$ cat src/rtl/pe_host_driver.sv
// Host-side initiator for one pe_logic tile: buffers host data, loads the PE over a tagged
// 4-phase TX channel, then collects psum_out words and the done token over RX channels.
module pe_host_driver #(
    parameter int WIDTH   = 8,
    parameter int DEPTH_I = 5,
    parameter int DEPTH_F = 3,
    parameter int NUM_OUT = 3
) (
    input  logic             clk,
    input  logic             rst_n,
    input  logic             hwr_en,
    input  logic [1:0]       hwr_sel,
    input  logic [3:0]       hwr_idx,
    input  logic [WIDTH-1:0] hwr_data,
    input  logic [3:0]       hrd_idx,
    output logic [WIDTH-1:0] hrd_data,
    input  logic             go,
    output logic             busy,
    output logic             done_irq,
    output logic             tx_req,
    input  logic             tx_ack,
    output logic [2:0]       tx_ch,
    output logic [WIDTH-1:0] tx_data,
    input  logic             rx_req,
    input  logic [WIDTH-1:0] rx_data,
    output logic             rx_ack,
    input  logic             dn_req,
    output logic             dn_ack
);

    typedef enum logic [2:0] {
        S_IDLE, S_LDF, S_LDI, S_START, S_PSTX, S_PSRX, S_WAIT_DN, S_FIN
    } state_t;

    typedef enum logic [1:0] {
        PH_SETUP, PH_RAISE, PH_ACK, PH_REL
    } phase_t;

    state_t           state_q, state_d;
    phase_t           ph_q, ph_d;
    logic [3:0]       idx_q, idx_d;
    logic             sel_q, sel_d;
    logic             tx_req_q, tx_req_d;
    logic [2:0]       tx_ch_q, tx_ch_d;
    logic [WIDTH-1:0] tx_data_q, tx_data_d;
    logic             rx_ack_q, rx_ack_d;
    logic             dn_ack_q, dn_ack_d;
    logic             res_we;
    logic             is_tx;

    logic [WIDTH-1:0] filt_q [DEPTH_F];
    logic [WIDTH-1:0] ifm_q  [DEPTH_I];
    logic [WIDTH-1:0] ps_q   [NUM_OUT];
    logic [WIDTH-1:0] res_q  [NUM_OUT];

    logic [1:0]       tx_ack_sq, rx_req_sq, dn_req_sq;
    logic             tx_ack_s, rx_req_s, dn_req_s;
    logic [WIDTH-1:0] f_rd, i_rd, p_rd;
    logic [2:0]       w_ch;
    logic [WIDTH-1:0] w_data;

    always_ff @(posedge clk or negedge rst_n) begin
        if (!rst_n) begin
            tx_ack_sq <= '0;
            rx_req_sq <= '0;
            dn_req_sq <= '0;
        end else begin
            tx_ack_sq <= {tx_ack_sq[0], tx_ack};
            rx_req_sq <= {rx_req_sq[0], rx_req};
            dn_req_sq <= {dn_req_sq[0], dn_req};
        end
    end

    assign tx_ack_s = tx_ack_sq[1];
    assign rx_req_s = rx_req_sq[1];
    assign dn_req_s = dn_req_sq[1];

    always_comb begin
        f_rd = '0;
        i_rd = '0;
        p_rd = '0;
        for (int unsigned j = 0; j < DEPTH_F; j++)
            if (idx_q == 4'(j)) f_rd = filt_q[j];
        for (int unsigned j = 0; j < DEPTH_I; j++)
            if (idx_q == 4'(j)) i_rd = ifm_q[j];
        for (int unsigned j = 0; j < NUM_OUT; j++)
            if (idx_q == 4'(j)) p_rd = ps_q[j];
    end

    always_comb begin
        hrd_data = '0;
        for (int unsigned j = 0; j < NUM_OUT; j++)
            if (hrd_idx == 4'(j)) hrd_data = res_q[j];
    end

    // sel_q picks the address word (0) or data word (1) of each cache load pair
    always_comb begin
        w_ch   = '0;
        w_data = '0;
        case (state_q)
            S_LDF: begin
                w_ch   = sel_q ? 3'd1 : 3'd0;
                w_data = sel_q ? f_rd : WIDTH'(idx_q);
            end
            S_LDI: begin
                w_ch   = sel_q ? 3'd3 : 3'd2;
                w_data = sel_q ? i_rd : WIDTH'(idx_q);
            end
            S_START: begin
                w_ch   = 3'd5;
                w_data = '0;
            end
            S_PSTX: begin
                w_ch   = 3'd4;
                w_data = p_rd;
            end
            default: ;
        endcase
    end

    always_ff @(posedge clk or negedge rst_n) begin
        if (!rst_n) begin
            for (int unsigned j = 0; j < DEPTH_F; j++) filt_q[j] <= '0;
            for (int unsigned j = 0; j < DEPTH_I; j++) ifm_q[j]  <= '0;
            for (int unsigned j = 0; j < NUM_OUT; j++) ps_q[j]   <= '0;
            for (int unsigned j = 0; j < NUM_OUT; j++) res_q[j]  <= '0;
        end else begin
            if (hwr_en && state_q == S_IDLE) begin
                for (int unsigned j = 0; j < DEPTH_F; j++)
                    if (hwr_sel == 2'd0 && hwr_idx == 4'(j)) filt_q[j] <= hwr_data;
                for (int unsigned j = 0; j < DEPTH_I; j++)
                    if (hwr_sel == 2'd1 && hwr_idx == 4'(j)) ifm_q[j] <= hwr_data;
                for (int unsigned j = 0; j < NUM_OUT; j++)
                    if (hwr_sel == 2'd2 && hwr_idx == 4'(j)) ps_q[j] <= hwr_data;
            end
            if (res_we) begin
                for (int unsigned j = 0; j < NUM_OUT; j++)
                    if (idx_q == 4'(j)) res_q[j] <= rx_data;
            end
        end
    end

    always_ff @(posedge clk or negedge rst_n) begin
        if (!rst_n) begin
            state_q   <= S_IDLE;
            ph_q      <= PH_SETUP;
            idx_q     <= '0;
            sel_q     <= 1'b0;
            tx_req_q  <= 1'b0;
            tx_ch_q   <= '0;
            tx_data_q <= '0;
            rx_ack_q  <= 1'b0;
            dn_ack_q  <= 1'b0;
        end else begin
            state_q   <= state_d;
            ph_q      <= ph_d;
            idx_q     <= idx_d;
            sel_q     <= sel_d;
            tx_req_q  <= tx_req_d;
            tx_ch_q   <= tx_ch_d;
            tx_data_q <= tx_data_d;
            rx_ack_q  <= rx_ack_d;
            dn_ack_q  <= dn_ack_d;
        end
    end

    assign is_tx = (state_q == S_LDF) || (state_q == S_LDI) ||
                   (state_q == S_START) || (state_q == S_PSTX);

    always_comb begin
        state_d   = state_q;
        ph_d      = ph_q;
        idx_d     = idx_q;
        sel_d     = sel_q;
        tx_req_d  = tx_req_q;
        tx_ch_d   = tx_ch_q;
        tx_data_d = tx_data_q;
        rx_ack_d  = 1'b0;
        dn_ack_d  = 1'b0;
        res_we    = 1'b0;

        // A TX word completes in PH_REL once the synced ack has returned low
        if (is_tx) begin
            case (ph_q)
                PH_SETUP: begin
                    tx_ch_d   = w_ch;
                    tx_data_d = w_data;
                    ph_d      = PH_RAISE;
                end
                PH_RAISE: begin
                    tx_req_d = 1'b1;
                    ph_d     = PH_ACK;
                end
                PH_ACK: begin
                    if (tx_ack_s) begin
                        tx_req_d = 1'b0;
                        ph_d     = PH_REL;
                    end
                end
                PH_REL: begin
                    if (!tx_ack_s) begin
                        ph_d = PH_SETUP;
                        case (state_q)
                            S_LDF, S_LDI: begin
                                if (!sel_q) begin
                                    sel_d = 1'b1;
                                end else begin
                                    sel_d = 1'b0;
                                    if (state_q == S_LDF && idx_q == 4'(DEPTH_F - 1)) begin
                                        idx_d   = '0;
                                        state_d = S_LDI;
                                    end else if (state_q == S_LDI && idx_q == 4'(DEPTH_I - 1)) begin
                                        idx_d   = '0;
                                        state_d = S_START;
                                    end else begin
                                        idx_d = idx_q + 4'd1;
                                    end
                                end
                            end
                            S_START: begin
                                idx_d   = '0;
                                state_d = S_PSTX;
                            end
                            default: state_d = S_PSRX;
                        endcase
                    end
                end
                default: ph_d = PH_SETUP;
            endcase
        end

        case (state_q)
            S_IDLE: begin
                if (go) begin
                    state_d = S_LDF;
                    ph_d    = PH_SETUP;
                    idx_d   = '0;
                    sel_d   = 1'b0;
                end
            end
            S_PSRX: begin
                rx_ack_d = rx_ack_q;
                if (!rx_ack_q) begin
                    if (rx_req_s) begin
                        res_we   = 1'b1;
                        rx_ack_d = 1'b1;
                    end
                end else if (!rx_req_s) begin
                    rx_ack_d = 1'b0;
                    if (idx_q == 4'(NUM_OUT - 1)) begin
                        idx_d   = '0;
                        state_d = S_WAIT_DN;
                    end else begin
                        idx_d   = idx_q + 4'd1;
                        state_d = S_PSTX;
                    end
                end
            end
            S_WAIT_DN: begin
                dn_ack_d = dn_ack_q;
                if (!dn_ack_q) begin
                    if (dn_req_s) dn_ack_d = 1'b1;
                end else if (!dn_req_s) begin
                    dn_ack_d = 1'b0;
                    state_d  = S_FIN;
                end
            end
            S_FIN: state_d = S_IDLE;
            default: ;
        endcase
    end

    assign busy     = (state_q != S_IDLE);
    assign done_irq = (state_q == S_FIN);
    assign tx_req   = tx_req_q;
    assign tx_ch    = tx_ch_q;
    assign tx_data  = tx_data_q;
    assign rx_ack   = rx_ack_q;
    assign dn_ack   = dn_ack_q;

endmodule

$ cat config.mk
export PLATFORM = sky130hd
export DESIGN_NAME = pe_host_driver
export DESIGN_NICKNAME = d
export VERILOG_FILES = /design/src/rtl/pe_host_driver.sv
export SDC_FILE = /design/constraint.sdc
export NUM_CORES = 1
export LEC_CHECK = 0
export ABC_AREA = 1
export BUFFER_PORTS_ARGS = -buffer_cell sky130_fd_sc_hd__buf_2
export CELL_PAD_IN_SITES_DETAIL_PLACEMENT = 1
export CELL_PAD_IN_SITES_GLOBAL_PLACEMENT = 2
export CORE_MARGIN = 2
export CORE_UTILIZATION = 36
export CTS_CLUSTER_DIAMETER = 60
export DETAILED_ROUTE_END_ITERATION = 6
export GPL_ROUTABILITY_DRIVEN = 0
export PLACE_DENSITY = 0.9
export RECOVER_POWER = 100
export SYNTH_ARGS = -nofsm -noshare
export SYNTH_HDL_FRONTEND = slang
export SYNTH_SLANG_ARGS = --single-unit
$ cat constraint.sdc
create_clock -name clk -period 2.19 [get_ports clk]
set_input_delay 0.3285 -clock clk [delete_from_list [all_inputs] [get_ports clk]]
set_output_delay 0.3285 -clock clk [all_outputs]
set_load 0.1 [all_outputs]
Yosys cells after proc, flatten, opt, wreduce, memory -nomap -nowiden:

Cells that the tools add are included.

* flip-flop bits (word level): 142
* word-level logic and storage cells: 159
* output and inout port bits: 24
* bits of input ports: 33

* mux-type cells: 67
* reduce and logical (&&, ||, !) cells: 42
* add/subtract/negate cells: 1
* equal/unequal tests: 23

Operators by type and width (number)
* $mux 8: 16
* $mux 4: 10
* $mux 3: 11
* $reduce_and 2->1: 15
* $pmux 3 s4: 2
* $pmux 8 s3: 1
* $eq 4x2->1 const B: 5
* $mux 1: 16
* $pmux 4 s2: 2
* $logic_and 1x1->1: 14
* $eq 3x3->1 const B: 4
* $eq 4x1->1 const B: 3
* $logic_not 4->1: 3
* $mux 2: 6
* $eq 4x3->1 const B: 2
* $pmux 2 s4: 1
* $eq 2x2->1 const B: 3
* $eq 3x2->1 const B: 2
* $pmux 3 s2: 1
* $add 4x1->4 const B: 1
* $eq 2x1->1 const B: 2
* $logic_not 2->1: 2
* $eq 3x1->1 const B: 1
* $logic_not 3->1: 1
* 7 further kinds: 9

Logic depth before layout (Yosys ltp):

* depth in word-level cells: 12
* depth in mapped cells: 14
* mapped depth without buffers: 12

Least setup slack after synthesis:

OpenSTA, ideal clock, no wires.

* kind: input-to-output
* from: in hrd_idx[0]
* to: out hrd_data[0]
* data arrival time: 2.013 ns
* slack: -0.151 ns
* cell stages on the path: 4
* required time: 1.862 ns
* cells stage by stage: clkbuf_1 > nor4_1 > nand2_1 > nand3_1

* word-level cells in the longest chain between the ends: 4
* elaborated cells between the ends (all ways): 6
* those cells by class: eq/ne: 2; mux: 3; reduce/logical: 1

RTL lines
* from (decl): RTL line 15 `input logic [3:0] hrd_idx,`
* $logic_not 4->1: RTL line 93 `if (hrd_idx == 4'(j)) hrd_data = res_q[j];`
* $mux 8 (2 in series): RTL line 93
* $mux 8 (*): RTL line 93
* to (decl): RTL line 16 `output logic [WIDTH-1:0] hrd_data,`

Mark *: on every way between the ends. The rest lies on a longest branch, timed or not.

Final worst setup path:

* from: reg state_q[2]
* to: out done_irq

* word-level cells in the longest chain between the ends: 1

RTL lines
* from (decl): RTL line 39 `state_t state_q, state_d;`
* from (signal assigned): RTL line 155 `state_q <= state_d;`
* $eq 3x3->1: RTL line 274 `assign done_irq = (state_q == S_FIN);`
* to (decl): RTL line 19 `output logic done_irq,`

Every way passes these cells.

==> results.ini <==
[die]
die_height_um=142
rows=50
fp.dieArea_mm2=0.0202
initial_core_util=0.368
core-area_mm2=0.0187
ios=57
die_x_um=142

[routing]
totalWireLength_um=21400
dr.pass1.iters=5
detail-route-antenna-nets=0
dr.first_iter.drc_count=325
vias_per_cell=5.14
wire_per_inst_um=17.9
remaining_drc_errors=0
vias=6135

[hold_path]
hp-class=primary input to flop
whs_path_depth=3
holdPathEnd=filt_q[6]
min-delay-start=hwr_data[6]

[placed_design]
dpl.hpwl_um=14900
numPortBuffers=56
placed_area_mm2=0.00778
placed_cells=1157

[flow_run]
drv_cap=0

[finish]
final_nets=983
syn2layout_area_growth_pct=20.4
final_common_cell=nand2_1
final_cell_mix=nand2_1 (273), dfrtp_1 (142), o21ai_0 (110)
drive_gt1_frac=0.169
multi_input_area_mm2=0.00294
regArea_mm2=0.00355
final_cell_area_mm2=0.00829
fin_cells=1193
n_fill_cell=2260
antenna_cells=0

[worst_setup_path]
worstSetupPathType=flop to output pin
critPathArrivalTime_ns=1.74
reg2reg_to=tx_data[5]
slowest_delay_ns=0.44
slowest_stage=buf_2
end_kind=output pin
r2r_start=idx_q[1]
required_ns=1.86
worstPathCellList=inv_1 -> clkbuf_2 -> nor2_2 -> buf_2
cp-start-kind=flop
r2r_slack_ns=0.14
reg2reg_depth=13
critPathMaxFanout=10

[global_route]
grt_pass1_wl_um=34500
antenna_found_initial=0
grt-ovfl-total=0
grt_pass1_vias=6379
track_usage=0.222
grt_max_degree=43

[cts]
clkTransAtPathRegs_ns=0.07
tritoncts=yes
clock_path_buffers=2
clkSinkCount=142
clock_latency_ns=0.43
cts_root_buf=clkbuf_16
htree_levels=4
numCtsBuffers=17
postCtsSetupBuffers=0

[sta]
max_slew.worst_pin.slew_ns=1.12
fmaxAchievable_mhz=484
finalCritPeriodShare=0.943
layout_min_cycle_time_ns=2.07
rsz0062_at_grt=no
finalSetupTns_ns=0
finalMaxSlewViolations=0
skew_ns=0.0122
hold_viol_final=0
holdWs_ns=0.117
max-slew-margin-rel=0.255
setup_viol=0

[synth]
syn_nets=907
synth_area_leaders=dfrtp_1 (52%), nand2_1 (15%), o21ai_0 (7.9%)
synth_area_mm2=0.00689
synth_top_area_share=0.516
synth_cells=870
ys_warn_count=0
avgSynthCellArea_um2=7.91
yosysSeqAreaShare=0.516
synth_seq_cells=142
synth_cell_type_count=35
synth_area_leader_cell=dfrtp_1

[outcome]
status=finished clean

[pwr]
power.leakage_nw=4.16
peakVddDrop_uv=635
power_w=0.00924
power_density_mw_per_mm2=1110

==> report_power, final <==
part | leakage, nW | switching (W) | internal [W] | total (W)
clock network | 0.296 | 0.00122 | 0.00184 | 0.00307
registers | 1.79 | 0.000314 | 0.00303 | 0.00335
logic | 2.08 | 0.00204 | 0.000777 | 0.00282
==> kinds of logic after synthesis <==
group / count (synthesis) / share of synthesized area
AO/OA/AOI/OAI: 148 / 0.115
XOR/XNOR: 2 / 0.00254
adder cells (fa/ha/maj): 4 / 0.00727
buffers and inverters: 108 / 0.0625
flip-flops: 142 / 0.516
AND/OR/NAND/NOR: 466 / 0.297
==> how the worst max path moves through the flow <==
stage,startpoint,endpoint,slack (ns),cells past startpoint
floorplan,state_q[2],idx_q[1],0.11,8
global placement,idx_q[1],tx_data[5],0.09,13
detailed placement,idx_q[1],tx_data[1],0.1,9
CTS,idx_q[1],tx_data[1],0.06,9
global route,state_q[0],res_q[2],0.007,9
finish,state_q[2],done_irq,0.12,4
==> flip-flops by register name (all words and copies together), names as in the netlist <==
| signal | count |
|---|---|
| sel_q | 1 |
| tx_ch | 3 |
| res_q | 24 |
| rx_req_sq | 2 |
| dn_req_sq | 2 |
| dn_ack | 1 |
| rx_ack | 1 |
| tx_data | 8 |
| ifm_q | 40 |
| tx_req | 1 |
| filt_q | 24 |
| ph_q | 2 |
| state_q | 3 |
| tx_ack_sq | 2 |
| ps_q | 24 |
| idx_q | 4 |
==> synthesized netlist by cell type <==
library cell and n:
a31oi_1 4, nor2_1 56, nor3_4 2, nand3b_1 4, nand2_2 2, clkinv_1 1, nor2_4 4, nor3b_1 1
buf_1 3, buf_4 4, ha_1 4, buf_2 8, o21ai_0 108, a22oi_1 1, o2bb2ai_1 1, dfrtp_1 142
nor2_2 4, or2_2 10, nand2_1 273, clkbuf_1 23, a311oi_1 1, a21oi_1 14, nand3_2 3, o221ai_1 1
nor3_1 5, xor2_1 2, o21ai_1 8, o22ai_1 2, nor4_1 2, o21ai_2 8, inv_1 65, or2_1 1
inv_2 4, nand4_1 18, nand3_1 81
==> repair_timing <==
item | 4_1_cts | 5_1_grt
hold endpoints to repair | 40 | 0
setup endpoints to repair | 0 | 8
resized for setup | 0 | 2
hold buffers | 4 | 0
==> cell type report <==
type | instances | area share
inverter | 70 | 0.0317
multi-input combinational | 620 | 0.355
tap | 234 | 0.0353
sequential | 142 | 0.429
clock inverter | 14 | 0.0219
timing repair buffer | 95 | 0.0747
clock buffer | 18 | 0.0530
==> metal layers <==
metal  wire (um)  share of wire  global-route usage  vias up
li1            -              -                   -     2999
met2       10000           0.47               0.365      117
met3         806          0.038              0.0461       21
met5           0              0                   0        -
met4         326          0.015              0.0688        0
met1       10200           0.48               0.295     2998
==> through the flow <==
stage | setup slack [ns] | util
after floorplan | 0.113 | -
after global placement | 0.0873 | 0.416
after detailed placement | 0.0981 | 0.416
after CTS | 0.0647 | 0.451
after global routing | 0.00690 | 0.443
final | 0.125 | 0.443
==> worst max-delay path, delay by kind of cell, from the launching register on <==
family	cells	cell delay, ns
buf+inv	3	0.82
flops	1	0.36
simple gates	1	0.13
Power figures use the tool's default switching activity.
